`config.mk`:
```
export PLATFORM = sky130hd
export DESIGN_NAME = bf16_div
export DESIGN_NICKNAME = d
export VERILOG_FILES = /design/src/rtl/ibex_pkg.sv /design/src/rtl/FP_Class.sv /design/src/rtl/bf16_div.sv
export SDC_FILE = /design/constraint.sdc
export NUM_CORES = 1
export LEC_CHECK = 0
export ABC_AREA = 0
export ABC_CLOCK_PERIOD_IN_PS = 9700
export BUFFER_PORTS_ARGS = -buffer_cell sky130_fd_sc_hd__buf_2
export CAP_MARGIN = 20
export CORE_MARGIN = 10
export CORE_UTILIZATION = 55
export CTS_CLUSTER_DIAMETER = 80
export CTS_CLUSTER_SIZE = 25
export DETAILED_ROUTE_END_ITERATION = 7
export PLACE_DENSITY = 0.85
export RECOVER_POWER = 25
export SYNTH_ARGS = -nofsm -noshare
export SYNTH_HDL_FRONTEND = slang
export SYNTH_HIERARCHICAL = 1
export SYNTH_SLANG_ARGS = --single-unit
export TNS_END_PERCENT = 10
```
`constraint.sdc`:
```
create_clock -name clk_i -period 9.7 [get_ports clk_i]
set_input_delay 0.97 -clock clk_i [delete_from_list [all_inputs] [get_ports clk_i]]
set_output_delay 0.97 -clock clk_i [all_outputs]
set_load 0.05 [all_outputs]
```
`src/rtl/ibex_pkg.sv`:
```
// Shared bfloat16 constants, operand layout and divider state encoding for the FPU.
package ibex_pkg;

    localparam int unsigned BF16_W     = 16;
    localparam int unsigned BF16_EXP_W = 8;
    localparam int unsigned BF16_MAN_W = 7;
    localparam int unsigned BF16_SIG_W = BF16_MAN_W + 1;
    localparam int unsigned DIV_Q_W    = 10;
    localparam int unsigned DIV_CNT_W  = 4;
    localparam int unsigned DIV_EXP_W  = 10;

    localparam logic [BF16_W-1:0]    BF16_QNAN        = 16'h7FC0;
    localparam logic [BF16_W-2:0]    BF16_POS_INF_MAG = 15'h7F80;
    localparam int unsigned          BF16_BIAS        = 127;
    localparam logic [DIV_CNT_W-1:0] DIV_LAST         = 4'd9;

    typedef struct packed {
        logic                  sign;
        logic [BF16_EXP_W-1:0] exp;
        logic [BF16_MAN_W-1:0] man;
    } bf16_t;

    typedef enum logic [1:0] {
        IDLE,
        DIV,
        NORM,
        DONE
    } div_state_e;

endpackage

```
`src/rtl/FP_Class.sv`:
```
// bfloat16 operand classifier shared with the multiplier; subnormals are reported separately.
module FP_Class
    import ibex_pkg::*;
(
    input  logic [BF16_W-1:0] x_i,
    output logic              inf_o,
    output logic              neg_inf_o,
    output logic              nan_o,
    output logic              sub_norm_o,
    output logic              zero_o
);

    bf16_t x;
    logic  exp_max;
    logic  exp_min;
    logic  man_zero;

    assign x        = bf16_t'(x_i);
    assign exp_max  = (x.exp == '1);
    assign exp_min  = (x.exp == '0);
    assign man_zero = (x.man == '0);

    assign inf_o      = exp_max & man_zero & ~x.sign;
    assign neg_inf_o  = exp_max & man_zero &  x.sign;
    assign nan_o      = exp_max & ~man_zero;
    assign sub_norm_o = exp_min & ~man_zero;
    assign zero_o     = exp_min &  man_zero;

endmodule

```
`src/rtl/bf16_div.sv`:
```
// Sequential bfloat16 divider: restoring division, one quotient bit per clock, RNE rounding.
module bf16_div
    import ibex_pkg::*;
(
    input  logic              clk_i,
    input  logic              rst_ni,
    input  logic              flush_i,
    input  logic              valid_i,
    output logic              ready_o,
    input  logic [BF16_W-1:0] a_i,
    input  logic [BF16_W-1:0] b_i,
    output logic              valid_o,
    input  logic              ready_i,
    output logic [BF16_W-1:0] c_o
);

    bf16_t a;
    bf16_t b;
    assign a = bf16_t'(a_i);
    assign b = bf16_t'(b_i);

    logic a_inf, a_ninf, a_nan, a_sub, a_zero;
    logic b_inf, b_ninf, b_nan, b_sub, b_zero;

    FP_Class u_class_a (
        .x_i        (a_i),
        .inf_o      (a_inf),
        .neg_inf_o  (a_ninf),
        .nan_o      (a_nan),
        .sub_norm_o (a_sub),
        .zero_o     (a_zero)
    );

    FP_Class u_class_b (
        .x_i        (b_i),
        .inf_o      (b_inf),
        .neg_inf_o  (b_ninf),
        .nan_o      (b_nan),
        .sub_norm_o (b_sub),
        .zero_o     (b_zero)
    );

    div_state_e             state_q, state_d;
    logic [DIV_CNT_W-1:0]   cnt_q, cnt_d;
    logic [DIV_Q_W-1:0]     q_q, q_d;
    logic [DIV_Q_W-1:0]     rem_q, rem_d;
    logic [BF16_SIG_W-1:0]  sb_q, sb_d;
    logic [BF16_EXP_W-1:0]  ea_q, ea_d;
    logic [BF16_EXP_W-1:0]  eb_q, eb_d;
    logic                   sign_q, sign_d;
    logic [BF16_W-1:0]      c_q, c_d;
    logic                   valid_q, valid_d;

    // Special-case decode on the live operands, in priority order
    logic              a_is_inf, b_is_inf, a_is_zero, b_is_zero, in_sign;
    logic              spec_hit;
    logic [BF16_W-1:0] spec_res;

    assign a_is_inf  = a_inf | a_ninf;
    assign b_is_inf  = b_inf | b_ninf;
    assign a_is_zero = a_zero | a_sub;
    assign b_is_zero = b_zero | b_sub;
    assign in_sign   = a.sign ^ b.sign;

    always_comb begin
        spec_hit = 1'b1;
        spec_res = BF16_QNAN;
        if (a_nan | b_nan | (a_is_inf & b_is_inf) | (a_is_zero & b_is_zero)) begin
            spec_res = BF16_QNAN;
        end else if (a_is_inf | b_is_zero) begin
            spec_res = {in_sign, BF16_POS_INF_MAG};
        end else if (b_is_inf | a_is_zero) begin
            spec_res = '0;
        end else begin
            spec_hit = 1'b0;
        end
    end

    // One restoring-division step
    logic               rem_ge;
    logic [DIV_Q_W-1:0] rem_sub;

    assign rem_ge  = (rem_q >= DIV_Q_W'(sb_q));
    assign rem_sub = rem_q - DIV_Q_W'(sb_q);

    // Normalise, round to nearest even, then clamp to Inf / +0
    logic signed [DIV_EXP_W-1:0] exp_base, exp_n, exp_r;
    logic [BF16_MAN_W-1:0]       mant, mant_r;
    logic [BF16_SIG_W-1:0]       mant_sum;
    logic                        guard, sticky, round_up;
    logic [BF16_W-1:0]           norm_res;

    always_comb begin
        exp_base = $signed({2'b00, ea_q}) - $signed({2'b00, eb_q});
        if (q_q[DIV_Q_W-1]) begin
            mant   = q_q[8:2];
            guard  = q_q[1];
            sticky = q_q[0] | (rem_q != '0);
            exp_n  = exp_base + $signed(DIV_EXP_W'(BF16_BIAS));
        end else begin
            mant   = q_q[7:1];
            guard  = q_q[0];
            sticky = (rem_q != '0);
            exp_n  = exp_base + $signed(DIV_EXP_W'(BF16_BIAS - 1));
        end
        round_up = guard & (sticky | mant[0]);
        mant_sum = {1'b0, mant} + BF16_SIG_W'(round_up);
        if (mant_sum[BF16_SIG_W-1]) begin
            mant_r = '0;
            exp_r  = exp_n + 10'sd1;
        end else begin
            mant_r = mant_sum[BF16_MAN_W-1:0];
            exp_r  = exp_n;
        end
        if (exp_r >= 10'sd255) begin
            norm_res = {sign_q, BF16_POS_INF_MAG};
        end else if (exp_r <= 10'sd0) begin
            norm_res = '0;
        end else begin
            norm_res = {sign_q, exp_r[BF16_EXP_W-1:0], mant_r};
        end
    end

    // Next-state and datapath control
    always_comb begin
        state_d = state_q;
        cnt_d   = cnt_q;
        q_d     = q_q;
        rem_d   = rem_q;
        sb_d    = sb_q;
        ea_d    = ea_q;
        eb_d    = eb_q;
        sign_d  = sign_q;
        c_d     = c_q;
        valid_d = valid_q;

        if (flush_i) begin
            state_d = IDLE;
            valid_d = 1'b0;
            cnt_d   = '0;
        end else begin
            case (state_q)
                IDLE: begin
                    if (valid_i) begin
                        sign_d = in_sign;
                        if (spec_hit) begin
                            c_d     = spec_res;
                            valid_d = 1'b1;
                            state_d = DONE;
                        end else begin
                            sb_d    = {1'b1, b.man};
                            ea_d    = a.exp;
                            eb_d    = b.exp;
                            rem_d   = {2'b00, 1'b1, a.man};
                            q_d     = '0;
                            cnt_d   = '0;
                            state_d = DIV;
                        end
                    end
                end
                DIV: begin
                    q_d   = {q_q[DIV_Q_W-2:0], rem_ge};
                    rem_d = rem_ge ? (rem_sub << 1) : (rem_q << 1);
                    cnt_d = cnt_q + DIV_CNT_W'(1);
                    if (cnt_q == DIV_LAST) begin
                        cnt_d   = '0;
                        state_d = NORM;
                    end
                end
                NORM: begin
                    c_d     = norm_res;
                    valid_d = 1'b1;
                    state_d = DONE;
                end
                DONE: begin
                    if (ready_i) begin
                        valid_d = 1'b0;
                        state_d = IDLE;
                    end
                end
                default: state_d = IDLE;
            endcase
        end
    end

    always_ff @(posedge clk_i or negedge rst_ni) begin
        if (!rst_ni) begin
            state_q <= IDLE;
            cnt_q   <= '0;
            q_q     <= '0;
            rem_q   <= '0;
            sb_q    <= '0;
            ea_q    <= '0;
            eb_q    <= '0;
            sign_q  <= 1'b0;
            c_q     <= '0;
            valid_q <= 1'b0;
        end else begin
            state_q <= state_d;
            cnt_q   <= cnt_d;
            q_q     <= q_d;
            rem_q   <= rem_d;
            sb_q    <= sb_d;
            ea_q    <= ea_d;
            eb_q    <= eb_d;
            sign_q  <= sign_d;
            c_q     <= c_d;
            valid_q <= valid_d;
        end
    end

    assign ready_o = (state_q == IDLE);
    assign valid_o = valid_q;
    assign c_o     = c_q;

endmodule

```
==> flow_summary.json <==
{
  "status": "finished with violations",
  "violations": "capacitance limit, slew limit",
  "die_w_um": 117,
  "fin_nets": 706,
  "min_from": "sb_q[7]",
  "r2r-start": "ea_q[1]",
  "synth.distinct_cells": 67,
  "crit_arrival_ns": 4.71,
  "final_common_cell": "nand2_1",
  "path_class": "register to register",
  "drv_cap": 1,
  "ys_seq_elements": 68,
  "first_pass_iters": 5,
  "vias": 4651,
  "grt_pass1_vias": 4587,
  "cts.sinks": 68,
  "rsz0062_at_grt": "no",
  "place_area_um2": 5490,
  "maxSlewHeadroom_pct": -149,
  "ctsResizeCount": 0,
  "clk_path_buf_depth": 2,
  "crit_start": "ea_q[1]",
  "fp.dieH_um": 117,
  "antenna_found_initial": 0,
  "fin_crit_ns": 4.49,
  "worst_pin_slew_ns": 3.74,
  "drc": 0,
  "path_buf_inv": 0,
  "rr_worst_depth": 14,
  "ff2ff_setup_slack_ns": 5.21,
  "viasPerCell": 6.14,
  "layout_common_cells": "69 x nand2_1, 68 x dfrtp_1, 54 x buf_2, 41 x o21ai_0, 40 x nor2_1",
  "synthesis.area_um2": 5190,
  "drive_above_1_share_pct": 19.5,
  "area.sequential_um2": 1700,
  "syn_nets": 663,
  "multiInputGateArea_um2": 3240,
  "hold_viol": 0,
  "reg2reg_to": "c_o[5]",
  "ys.flop_type": "dfrtp_1",
  "worstSetupStartpointType": "register",
  "cp-end-kind": "register",
  "async_flop_share_pct": 100,
  "clock_latency_ns": 0.35,
  "place_congestion": 0.963,
  "postSynthCellCount": 598,
  "overflow": 0,
  "ant_nets": 0,
  "portBuffers": 54,
  "drt-wirelength-per-cell_um": 17.7,
  "slowest_delay_ns": 0.69,
  "tns_ns": 0,
  "cts_hold_buf": 0,
  "dp_hpwl_um": 10300,
  "cp_slowest_cell": "mux2i_1",
  "path_cells": "ha_1 > nor2b_1 > o21ai_0 > nand2_1 > ha_1 > o21a_1 > xnor2_1 > xor2_1 > nand4_1 > nand2b_1 > a211o_1 > mux2i_1 > and2_1 > o41ai_1",
  "die-area_um2": 13700,
  "yosysWarnings": 6,
  "wl_um": 13400,
  "tritoncts": "built",
  "syn_avg_cell_area_um2": 8.68,
  "ys_seq_area_share_pct": 32.8,
  "grt.total_usage_pct": 20.1,
  "grt_first_pass_wirelength_um": 22200,
  "cts_buffers": 9,
  "required_ns": 9.92,
  "crit_fanout": 12,
  "rows": 35,
  "drt_iter0_markers": 284,
  "path_clk_slew_ns": 0.08,
  "cts.root.buffer_cell": "clkbuf_8",
  "fin_crit_sh_pct": 46.3,
  "fin_area_um2": 5700,
  "diodes": 0,
  "io_pins": 55,
  "drv_slew": 69,
  "grt_max_degree": 69,
  "finalSetupViolCount": 0,
  "synth_edf_count": 0,
  "cts_setup_buffers": 0,
  "cp.depth": 14,
  "fp.coreArea_um2": 9200,
  "cts-htree-levels": 3,
  "area_delta_synth_final_pct": 9.79,
  "critPathTopFamily": "simple AND/OR/NAND/NOR gates",
  "crit_top_cell": "ha_1",
  "worstSetupEndpoint": "c_o[5]",
  "min_path_type": "register to register",
  "fmax_ghz": 0.223,
  "initial_core_util_pct": 56.4,
  "num-fill-cells": 768,
  "holdWs_ns": 0.461,
  "finalClockSkew_ns": 0.00781
}
## registers in the layout, indices dropped and copies added (netlist names)
register  flops
sign_q        1
q_q          10
ea_q          8
rem_q        10
state_q       2
cnt_q         4
sb_q          8
eb_q          8
c_o          16
valid_o       1
## layout make-up
class                      instances  share of cell area [%]
sequential                        68                    29.9
clock inverter                     6                    1.12
timing repair buffer              58                    5.21
clock buffer                      10                    2.24
inverter                          35                    2.31
multi-input combinational        469                    56.8
tap                              111                    2.44
## metrics by stage
stage	util (%)	worst slack (ns)	cells
2_1_floorplan	-	6.08	598
3_3_place_gp	59.7	5.37	739
3_5_place_dp	59.7	5.16	739
4_1_cts	61.8	5.33	755
5_1_grt	61.9	4.87	757
6_report	61.9	5.21	757
## routing by layer
metal | vias to the layer above | track usage, % | part of all wire (%)
met4 | 0 | 5.93 | 1.7
met2 | 167 | 33.7 | 48
met5 | - | 0 | 0
li1 | 2266 | - | -
met1 | 2192 | 25.0 | 43
met3 | 26 | 4.84 | 6.9
## how the worst min path moves through the flow
stage	to	slack [ns]	cells after the start
finish	sb_q[7]	0.46	2
global route	sb_q[7]	0.50	2
floorplan	sb_q[7]	0.42	2
detailed placement	sb_q[7]	0.44	2
CTS	sb_q[7]	0.46	2
global placement	sb_q[7]	0.44	2
## synth_stat cells (5+ instances only)
library cell   n  area (um^2)
nor3_1        12         60.1
or2_2          7         43.8
buf_2          5         25.0
inv_1         33          124
or4_1         10         75.1
nor2b_1       11         68.8
o21ai_0       41          205
a21o_1         7         52.6
xor2_1         8         70.1
nand3b_1       6         45.0
mux2i_1        9         90.1
nor4_1         9         56.3
o21a_1         5         37.5
a21boi_0       5         37.5
o211a_1        5         50.1
o22ai_1        6         37.5
clkbuf_1      18         67.6
or3_1          6         37.5
nand4_1       11         68.8
mux2_2        26          293
a21oi_1       32          160
xnor2_1       19          166
nor2_1        40          150
a211oi_1       9         67.6
dfrtp_1       68         1700
nand3_1       20          100
nor4_2         6         75.1
ha_1          27          338
nand2_1       69          259
o211ai_1       6         45.0
## worst min-delay path: stages, from the launching register on
cell     delay [ns]
dfrtp_1        0.33
inv_1          0.06
nand2_1        0.05
## kinds of logic (layout without fill, tap and decap cells)
family	Yosys count	count (layout)	share of synthesized area (%)
adder cells (fa/ha/maj)	29	29	7.09
AO/OA/AOI/OAI	151	151	20.0
XOR/XNOR	28	28	4.87
buffers and inverters	61	109	4.82
AND/OR/NAND/NOR	226	226	23.0
multiplexers	35	35	7.38
flip-flops	68	68	32.8
Power is not shown: default switching activity piles up to over one toggle a cycle in this logic, so the estimate is an artifact.
